$ cat src/rtl/mackerel_dtack_gen.sv
// mackerel_dtack_gen: 68000 bus-cycle terminator.
// Sits behind the address decoder. It inserts per-device wait states before it drives
// DTACK, passes the MC68901's own DTACK through, and raises BERR when nothing answers
// before the timeout.
// Ports:
//   CLK        CPU clock; all state changes on the rising edge
//   RST        asynchronous reset, active low
//   AS         68000 address strobe, active low
//   ROMEN      ROM select, active low, already qualified by AS
//   RAMEN0     RAM bank 0 select, active low, already qualified by AS
//   MFPEN      MFP select, active low, not qualified by AS (gated here)
//   MFP_DTACK  MC68901 DTACK, active low, asynchronous to CLK
//   DTACK      DTACK to the CPU, active low, registered
//   BERR       BERR to the CPU, active low, registered
//   BUSY       high while a bus cycle is being tracked, registered
module mackerel_dtack_gen #(
   parameter int unsigned ROM_WS  = 2,
   parameter int unsigned RAM_WS  = 0,
   parameter int unsigned TIMEOUT = 64,
   parameter int unsigned TO_W    = 8
) (
   input  logic CLK,
   input  logic RST,
   input  logic AS,
   input  logic ROMEN,
   input  logic RAMEN0,
   input  logic MFPEN,
   input  logic MFP_DTACK,
   output logic DTACK,
   output logic BERR,
   output logic BUSY
);

   localparam int unsigned WS_W = 4;
   localparam logic [WS_W-1:0] ROM_WS_V = WS_W'(ROM_WS);
   localparam logic [WS_W-1:0] RAM_WS_V = WS_W'(RAM_WS);
   localparam logic [TO_W-1:0] TO_LAST  = TO_W'(TIMEOUT - 1);
   localparam logic [TO_W-1:0] TO_MAX   = '1;

   typedef enum logic [2:0] {
      S_IDLE = 3'd0,
      S_WAIT = 3'd1,
      S_MFPW = 3'd2,
      S_ACK  = 3'd3,
      S_ERR  = 3'd4
   } state_t;

   state_t          state, state_nxt;
   logic [WS_W-1:0] ws_cnt, ws_nxt;
   logic [TO_W-1:0] to_cnt, to_nxt, to_inc;
   logic            nomatch, nomatch_nxt;
   logic            timeout_hit;
   logic            mdt_m, mdt_s;
   logic            dtack_nxt, berr_nxt, busy_nxt;

   // Two-flop synchronizer for the MFP's DTACK; it idles high.
   always_ff @(posedge CLK or negedge RST) begin
      if (!RST) begin
         mdt_m <= 1'b1;
         mdt_s <= 1'b1;
      end else begin
         mdt_m <= MFP_DTACK;
         mdt_s <= mdt_m;
      end
   end

   // State register together with the counters and the registered outputs.
   always_ff @(posedge CLK or negedge RST) begin
      if (!RST) begin
         state   <= S_IDLE;
         ws_cnt  <= '0;
         to_cnt  <= '0;
         nomatch <= 1'b0;
         DTACK   <= 1'b1;
         BERR    <= 1'b1;
         BUSY    <= 1'b0;
      end else begin
         state   <= state_nxt;
         ws_cnt  <= ws_nxt;
         to_cnt  <= to_nxt;
         nomatch <= nomatch_nxt;
         DTACK   <= dtack_nxt;
         BERR    <= berr_nxt;
         BUSY    <= busy_nxt;
      end
   end

   // The timeout counter saturates so that it can never wrap back into range.
   assign to_inc      = (to_cnt == TO_MAX) ? to_cnt : to_cnt + TO_W'(1);
   assign timeout_hit = (to_cnt == TO_LAST);

   // Next-state logic. The device selects are latched only at the start of a cycle.
   // An AS that has gone high ends any cycle that is still pending.
   always_comb begin
      state_nxt   = state;
      ws_nxt      = ws_cnt;
      to_nxt      = to_cnt;
      nomatch_nxt = nomatch;
      case (state)
         S_IDLE: begin
            if (!AS) begin
               to_nxt      = '0;
               ws_nxt      = '0;
               nomatch_nxt = 1'b0;
               if (!ROMEN) begin
                  state_nxt = S_WAIT;
                  ws_nxt    = ROM_WS_V;
               end else if (!RAMEN0) begin
                  state_nxt = S_WAIT;
                  ws_nxt    = RAM_WS_V;
               end else if (!MFPEN) begin
                  state_nxt = S_MFPW;
               end else begin
                  // Unmapped access: wait with no device, so only the timeout can end it.
                  state_nxt   = S_WAIT;
                  nomatch_nxt = 1'b1;
               end
            end
         end
         S_WAIT: begin
            if (AS) begin
               state_nxt = S_IDLE;
            end else begin
               to_nxt = to_inc;
               if (!nomatch && (ws_cnt == '0)) begin
                  state_nxt = S_ACK;
               end else if (timeout_hit) begin
                  state_nxt = S_ERR;
               end else if (!nomatch) begin
                  ws_nxt = ws_cnt - WS_W'(1);
               end
            end
         end
         S_MFPW: begin
            if (AS) begin
               state_nxt = S_IDLE;
            end else begin
               to_nxt = to_inc;
               if (!mdt_s) begin
                  state_nxt = S_ACK;
               end else if (timeout_hit) begin
                  state_nxt = S_ERR;
               end
            end
         end
         S_ACK, S_ERR: begin
            if (AS) begin
               state_nxt = S_IDLE;
            end
         end
         default: state_nxt = S_IDLE;
      endcase
   end

   // Output decode, taken from the next state so that the outputs can be registered.
   always_comb begin
      dtack_nxt = 1'b1;
      berr_nxt  = 1'b1;
      busy_nxt  = 1'b0;
      if (state_nxt == S_ACK)  dtack_nxt = 1'b0;
      if (state_nxt == S_ERR)  berr_nxt  = 1'b0;
      if (state_nxt != S_IDLE) busy_nxt  = 1'b1;
   end

endmodule
$ cat config.mk
export PLATFORM = sky130hd
export DESIGN_NAME = mackerel_dtack_gen
export DESIGN_NICKNAME = d
export VERILOG_FILES = /design/src/rtl/mackerel_dtack_gen.sv
export SDC_FILE = /design/constraint.sdc
export NUM_CORES = 1
export LEC_CHECK = 0
export BUFFER_PORTS_ARGS = -buffer_cell sky130_fd_sc_hd__buf_2
export CORE_ASPECT_RATIO = 1.1
export CORE_MARGIN = 2
export CORE_UTILIZATION = 57
export DETAILED_ROUTE_END_ITERATION = 7
export GPL_TIMING_DRIVEN = 0
export MAX_ROUTING_LAYER = met4
export PLACE_DENSITY = 0.87
export SLEW_MARGIN = 5
export SYNTH_ARGS = -nofsm -noshare
export SYNTH_HDL_FRONTEND = slang
export SYNTH_SLANG_ARGS = --single-unit
$ cat constraint.sdc
create_clock -name CLK -period 2.4 [get_ports CLK]
set_input_delay 0.48 -clock CLK [delete_from_list [all_inputs] [get_ports CLK]]
set_output_delay 0.48 -clock CLK [all_outputs]
set_load 0.02 [all_outputs]
==> results of run 1 <==
-- logic make-up after synthesis --
| group | count (synthesis) | synth area share, % |
|---|---|---|
| simple gates | 45 | 21.8 |
| compound gates | 33 | 22.0 |
| flops | 21 | 44.2 |
| buf+inv | 15 | 5.00 |
| fa+ha+maj | 4 | 3.75 |
| mux | 3 | 2.50 |
| xor+xnor | 1 | 0.730 |
-- worst min path at each step --
stage	to	cells past startpoint
4_1_cts	ws_cnt[2]$_DFFE_PN0P_	1
3_3_place_gp	mdt_s$_DFF_PN1_	0
6_report	ws_cnt[2]$_DFFE_PN0P_	1
3_5_place_dp	mdt_s$_DFF_PN1_	0
2_1_floorplan	BUSY$_DFF_PN0_	0
5_1_grt	ws_cnt[2]$_DFFE_PN0P_	1
-- per-layer routing --
| layer | share of wire [%] | GRT usage (%) | vias up |
|---|---|---|---|
| met1 | 46 | 29.3 | 469 |
| met2 | 47 | 36.0 | 23 |
| met5 | 0 | - | - |
| li1 | - | - | 489 |
| met3 | 3.8 | 3.13 | 8 |
| met4 | 2.8 | 13.1 | 0 |
-- stage by stage --
step / instances / hold slack (ns) / cell area (um2)
after floorplan: 122 / 0.184 / 1200
after global placement: 159 / 0.345 / 1280
after detailed placement: 159 / 0.347 / 1280
after CTS: 163 / 0.0987 / 1310
after global routing: 163 / 0.111 / 1310
final: 163 / 0.0863 / 1310
-- where the power goes --
group / switching (mW) / internal, mW / total (mW)
clock: 0.115 / 0.0625 / 0.177
sequential: 0.0654 / 0.425 / 0.490
combinational: 0.208 / 0.147 / 0.355
total: 0.388 / 0.634 / 1.02
-- worst max-delay path, delay by kind of cell, from the launching register on --
kind                     cells  cell delay (ns)
buffers and inverters        1             0.18
flip-flops                   1             0.44
AND/OR/NAND/NOR              1             0.20
adder cells (fa/ha/maj)      1             0.27
AO/OA/AOI/OAI                3             0.81
-- cell type report --
type / count / area (um2)
flip-flops and latches: 21 / 531
multi-input cells: 86 / 609
clock inverters: 1 / 5.00
fillers: 177 / 692
well taps: 28 / 35.0
repair buffers: 9 / 45.0
clock buffers: 3 / 22.5
plain buffers: 4 / 18.8
inverters: 11 / 41.3
-- state kept, by name, summed over array words and instances, names as in the netlist --
| name | flops |
|---|---|
| BERR | 1 |
| to_cnt | 8 |
| BUSY | 1 |
| mdt_s | 1 |
| nomatch | 1 |
| DTACK | 1 |
| ws_cnt | 4 |
| state | 3 |
| mdt_m | 1 |
-- synthesized netlist by cell type (all sizes together), types with 2 or more instances --
cell type	instances	area, um2
a31oi	4	25.0
nand3	5	25.0
nor2	9	36.3
mux2i	3	30.0
nor4	2	27.5
o21ai	3	15.0
a311oi	2	35.0
nor3	3	15.0
dfrtp	17	425
buf	4	18.8
nand2	10	37.5
and3	2	12.5
a211o	2	17.5
inv	11	41.3
maj3	2	20.0
o2111a	2	22.5
and4	2	17.5
nand4	2	12.5
dfstp	4	105
a211oi	3	22.5
ha	2	25.0
nand3b	2	15.0
a41oi	3	26.3
a21oi	7	35.0
==> out/qor.yml, run 1 <==
run_status:
  status: "completed"
critical_path:
  rr_worst_depth: 6
  reg2reg_to: "to_cnt[3]$_DFFE_PN0P_"
  crit_arrival_ns: 2.21
  cpPeakStageDelay_ns: 0.48
  slowest_stage: "a2111oi_2"
  cp_data_required_time_ns: 2.64
  critPathCapture: "to_cnt[3]$_DFFE_PN0P_"
  r2r_start: "to_cnt[0]$_DFFE_PN0P_"
  crit_chain: "ha_1 > and4_1 > buf_2 > a2111oi_2 > a41oi_1 > a31oi_1"
  cp-end-kind: "register"
  critPathLaunch: "to_cnt[0]$_DFFE_PN0P_"
  critPathKind: "reg -> reg"
  r2r_setup_slack_ns: 0.43
  cp_max_fo: 10
  worst_setup_path_start_kind: "register"
route:
  post-route-drc-count: 0
  post_drt_wl_per_cell_um: 14.9
  via_count: 989
  first_pass_iters: 4
  routed_wl_mm: 2.43
  viasPerCell: 6.07
  dr.first_iter.drc_count: 26
  ant_nets: 0
layout:
  layout_common_cells: "dfrtp_1, buf_2, inv_1, nand2_1, nor2_1"
  drive_above_1_share_pct: 19.3
  post-route-util_pct: 65.4
  insertedDiodeCount: 0
  fin_nets: 145
  layout_commonest_cell: "dfrtp_1"
  syn_to_final_growth_pct: 8.97
hold_path:
  hp-class: "in -> async"
synthesis:
  synth_enable_flop_cells: 0
  syn_nets: 131
  synthArstFlopShare_pct: 100
  ys_ff_latch: 21
  synth_area_um2: 1200
  synthFlopType: "dfrtp_1"
  synth_warnings: 0
  ys_types: 46
  syn_avg_cell_area_um2: 9.84
  seq_area_frac_synth_pct: 44.2
  synth_cells: 122
clocking:
  h-tree-depth: 1
  clk_path_buf_depth: 2
  cts_tree: "done"
  ctsHoldBuffers: 0
  numCtsBuffers: 3
  cts-resized-gates: 0
  clock_latency_ns: 0.32
  postCtsSetupRepairBufs: 0
  clock_sinks: 21
  root_buffer: "clkbuf_4"
  clk_pin_slew_ns: 0.12
place:
  hpwl_mm: 1.81
  gp_congestion: 0.930
  place_worst_setup_slack_ns: 0.464
  io_buffers: 9
power_and_ir_drop:
  power_mw: 1.02
  p_per_area_nw_per_um2: 782
  ir_drop_mv: 0.440
  p_leak_nw: 0.555
timing:
  finClkSkew_ns: 0.00568
  setup_viol: 0
  finalCritPeriodShare_pct: 81.9
  min_period_ns: 1.97
  tns_ns: 0
  tightest_slew_ns: 0.636
  slew_headroom_pct: 57.0
  hold_violations: 0
  fin_ws_ns: 0.434
  rsz0062_at_grt: "false"
  max_freq_mhz: 509
  slew_viol_final: 0
floorplan:
  initial_core_util_pct: 60.0
  die_w_um: 47.7
  row_count: 17
  pin_count: 10
  die_area_um2: 2490
  core_um2: 2000
  fp.dieH_um: 52.1
global_routing:
  grt_pass1_vias: 961
  grt_usage_pct: 23.5
  grt_max_degree: 22
  gr-total-overflow: 0
  grt_first_pass_wirelength_mm: 4.04
  antenna_found_initial: 0
job:
  drv_cap: 0
Note: power is estimated with default switching activity, not from simulation.
==> run 2: changes to the inputs <==
Settings changed: CORE_UTILIZATION 57 to 52, PLACE_DENSITY 0.87 to 0.84.
Clock period 2.4 ns to 1.7 ns, I/O delays scaled along.
==> run 2 against run 1 <==
Core utilization decreased by 0.43 points. Total power increased by 53%. Cell count increased by 6.1%. Routed wire length increased by 17%. Highest routed layer unchanged. First-iteration DRC count decreased by 19%. Design area increased by 9.7%. Largest cell class unchanged. Register-to-register slack got worse by 0.43 ns. Non-clock buffer count increased by 8. Largest power group unchanged. Count of clock-buffer cells in the layout increased by 1.
==> out/qor.yml, run 2 (same netlist as run 1, synthesis figures left out) <==
timing:
  finalCritPeriodShare_pct: 99.5  # was 81.9%
  slew_viol_final: 0  # unchanged
  tightest_slew_ns: 0.460  # was 0.636 ns
  hold_violations: 0  # unchanged
  min_period_ns: 1.69  # was 1.97 ns
  fin_ws_ns: 0.00778  # was 0.434 ns
  setup_viol: 0  # unchanged
  finClkSkew_ns: 0.0189  # was 0.00568 ns
  slew_headroom_pct: 69.2  # was 57.0%
  holdWs_ns: 0.127  # was 0.0863 ns
  max_freq_mhz: 591  # was 509 MHz
  rsz0062_at_grt: "true"  # was false
floorplan:
  die_w_um: 49.8  # was 47.7 um
  core_um2: 2210  # was 2000 um2
  fp.dieH_um: 54.4  # was 52.1 um
  pin_count: 10  # unchanged
  die_area_um2: 2710  # was 2490 um2
  initial_core_util_pct: 54.4  # was 60.0%
  row_count: 18  # was 17
clocking:
  cts_tree: "done"  # unchanged
  h-tree-depth: 1  # unchanged
  clock_sinks: 21  # unchanged
  clk_path_buf_depth: 2  # unchanged
  clock_latency_ns: 0.31  # was 0.32 ns
  root_buffer: "clkbuf_4"  # unchanged
  clk_pin_slew_ns: 0.13  # was 0.12 ns
  numCtsBuffers: 3  # unchanged
power_and_ir_drop:
  ir_drop_mv: 0.554  # was 0.440 mV
  p_leak_nw: 0.602  # was 0.555 nW
  p_per_area_nw_per_um2: 1090  # was 782 nW/um2
  power_mw: 1.56  # was 1.02 mW
layout:
  layout_common_cells: "dfrtp_1, buf_2, inv_1, nand2_1, nor2_1"  # unchanged
  drive_above_1_share_pct: 30.1  # was 19.3%
  largestRegisters: "to_cnt: 8 flops, ws_cnt: 4 flops, state: 3 flops"  # unchanged
  insertedDiodeCount: 0  # unchanged
  syn_to_final_growth_pct: 19.5  # was 8.97%
  layout_commonest_cell: "dfrtp_1"  # unchanged
  largest_reg_flops: 8  # unchanged
  stdcell_area_um2: 1430  # was 1310 um2
  fin_nets: 153  # was 145
  post-route-util_pct: 65.0  # was 65.4%
  top_register: "to_cnt"  # unchanged
place:
  gp_congestion: 0.896  # was 0.930
  hpwl_mm: 1.95  # was 1.81 mm
  place_worst_setup_slack_ns: -0.211  # was 0.464 ns
  io_buffers: 9  # unchanged
  place_area_um2: 1290  # was 1280 um2
critical_path:
  critPathKind: "reg -> reg"  # unchanged
  crit_arrival_ns: 1.91  # was 2.21 ns
  cp_max_fo: 5  # was 10
  critPathLaunch: "to_cnt[1]$_DFFE_PN0P_"  # was to_cnt[0]$_DFFE_PN0P_
  r2r_setup_slack_ns: 0.008  # was 0.43 ns
  crit_buf_inv: 1  # unchanged
  r2r_start: "to_cnt[1]$_DFFE_PN0P_"  # was to_cnt[0]$_DFFE_PN0P_
  path_depth: 6  # unchanged
  cpPeakStageDelay_ns: 0.38  # was 0.48 ns
  critPathCapture: "to_cnt[2]$_DFFE_PN0P_"  # was to_cnt[3]$_DFFE_PN0P_
  rr_worst_depth: 6  # unchanged
  worst_setup_path_start_kind: "register"  # unchanged
  cp_data_required_time_ns: 1.92  # was 2.64 ns
  cp-end-kind: "register"  # unchanged
  critPathTopFamily: "compound AO/OA/AOI/OAI gates"  # unchanged
  reg2reg_to: "to_cnt[2]$_DFFE_PN0P_"  # was to_cnt[3]$_DFFE_PN0P_
  slowest_stage: "dfrtp_1"  # was a2111oi_2
  crit_chain: "ha_2 > and4_4 > buf_2 > nand2_1 > a31o_1 > a311oi_1"  # was ha_1 > and4_1 > buf_2 > a2111oi_2 > a41oi_1 > a31oi_1
route:
  dr.first_iter.drc_count: 21  # was 26
  viasPerCell: 6.16  # was 6.07
  ant_nets: 0  # unchanged
  first_pass_iters: 4  # unchanged
  wl_met2_mm: 1.53  # was 1.15 mm
  dr_wl_met3_um: 126  # was 93 um
  maxUsedRoutingLayer: "met4"  # unchanged
  routed_wl_mm: 2.84  # was 2.43 mm
  met1_length_mm: 1.15  # was 1.12 mm
  post_drt_wl_per_cell_um: 16.4  # was 14.9 um
  via_count: 1065  # was 989
  post-route-drc-count: 0  # unchanged
hold_path:
  hold_depth: 1
  hp-start: "MFP_DTACK"
  hp-class: "in -> reg"  # was in -> async
global_routing:
  grt_usage_pct: 22.9  # was 23.5%
  gr-total-overflow: 0  # unchanged
  grt_first_pass_wirelength_mm: 4.48  # was 4.04 mm
  grt_max_degree: 22  # unchanged
  grt_pass1_vias: 1053  # was 961
  antenna_found_initial: 0  # unchanged
job:
  drv_cap: 0  # unchanged
run_status:
  status: "completed"  # unchanged
-- run 2: metrics by stage --
step	std cells	TNS [ns]
2_1_floorplan	122	0
3_3_place_gp	161	-1.07
3_5_place_dp	161	-2.14
4_1_cts	170	-0.0332
5_1_grt	173	-0.337
6_report	173	0
-- run 2: cell type report --
| cell class | count | area (um2) |
|---|---|---|
| fillers | 189 | 773 |
| multi-input cells | 86 | 666 |
| flip-flops and latches | 21 | 532 |
| repair buffers | 17 | 105 |
| inverters | 11 | 41.3 |
| well taps | 30 | 37.5 |
| clock buffers | 4 | 26.3 |
| plain buffers | 4 | 26.3 |
-- run 2: worst min-delay path by stage --
stage | endpoint | slack (ns)
6_report | mdt_m$_DFF_PN1_ | 0.13
5_1_grt | mdt_m$_DFF_PN1_ | 0.10
4_1_cts | mdt_m$_DFF_PN1_ | 0.12
3_5_place_dp | ws_cnt[3]$_DFFE_PN0P_ | 0.31
3_3_place_gp | ws_cnt[3]$_DFFE_PN0P_ | 0.31
2_1_floorplan | BUSY$_DFF_PN0_ | 0.04
-- run 2: per-layer routing --
metal / vias up / global-route usage [%]
met3: 7 / 4.10
met2: 34 / 43.3
met1: 518 / 25.1
met5: - / -
li1: 506 / -
met4: 0 / 6.48
-- run 2: power by group --
part	total (mW)	switching, mW	internal (mW)
clock	0.246	0.154	0.0916
combinational	0.611	0.339	0.272
sequential	0.704	0.105	0.599
-- run 2: what timing repair did --
action,in CTS,in global routing
pin swaps,3,5
setup endpoints to repair,15,14
hold endpoints to repair,17,0
gates cloned,0,1
buffers inserted,4,2
hold buffers,1,0
gates resized for setup,7,7
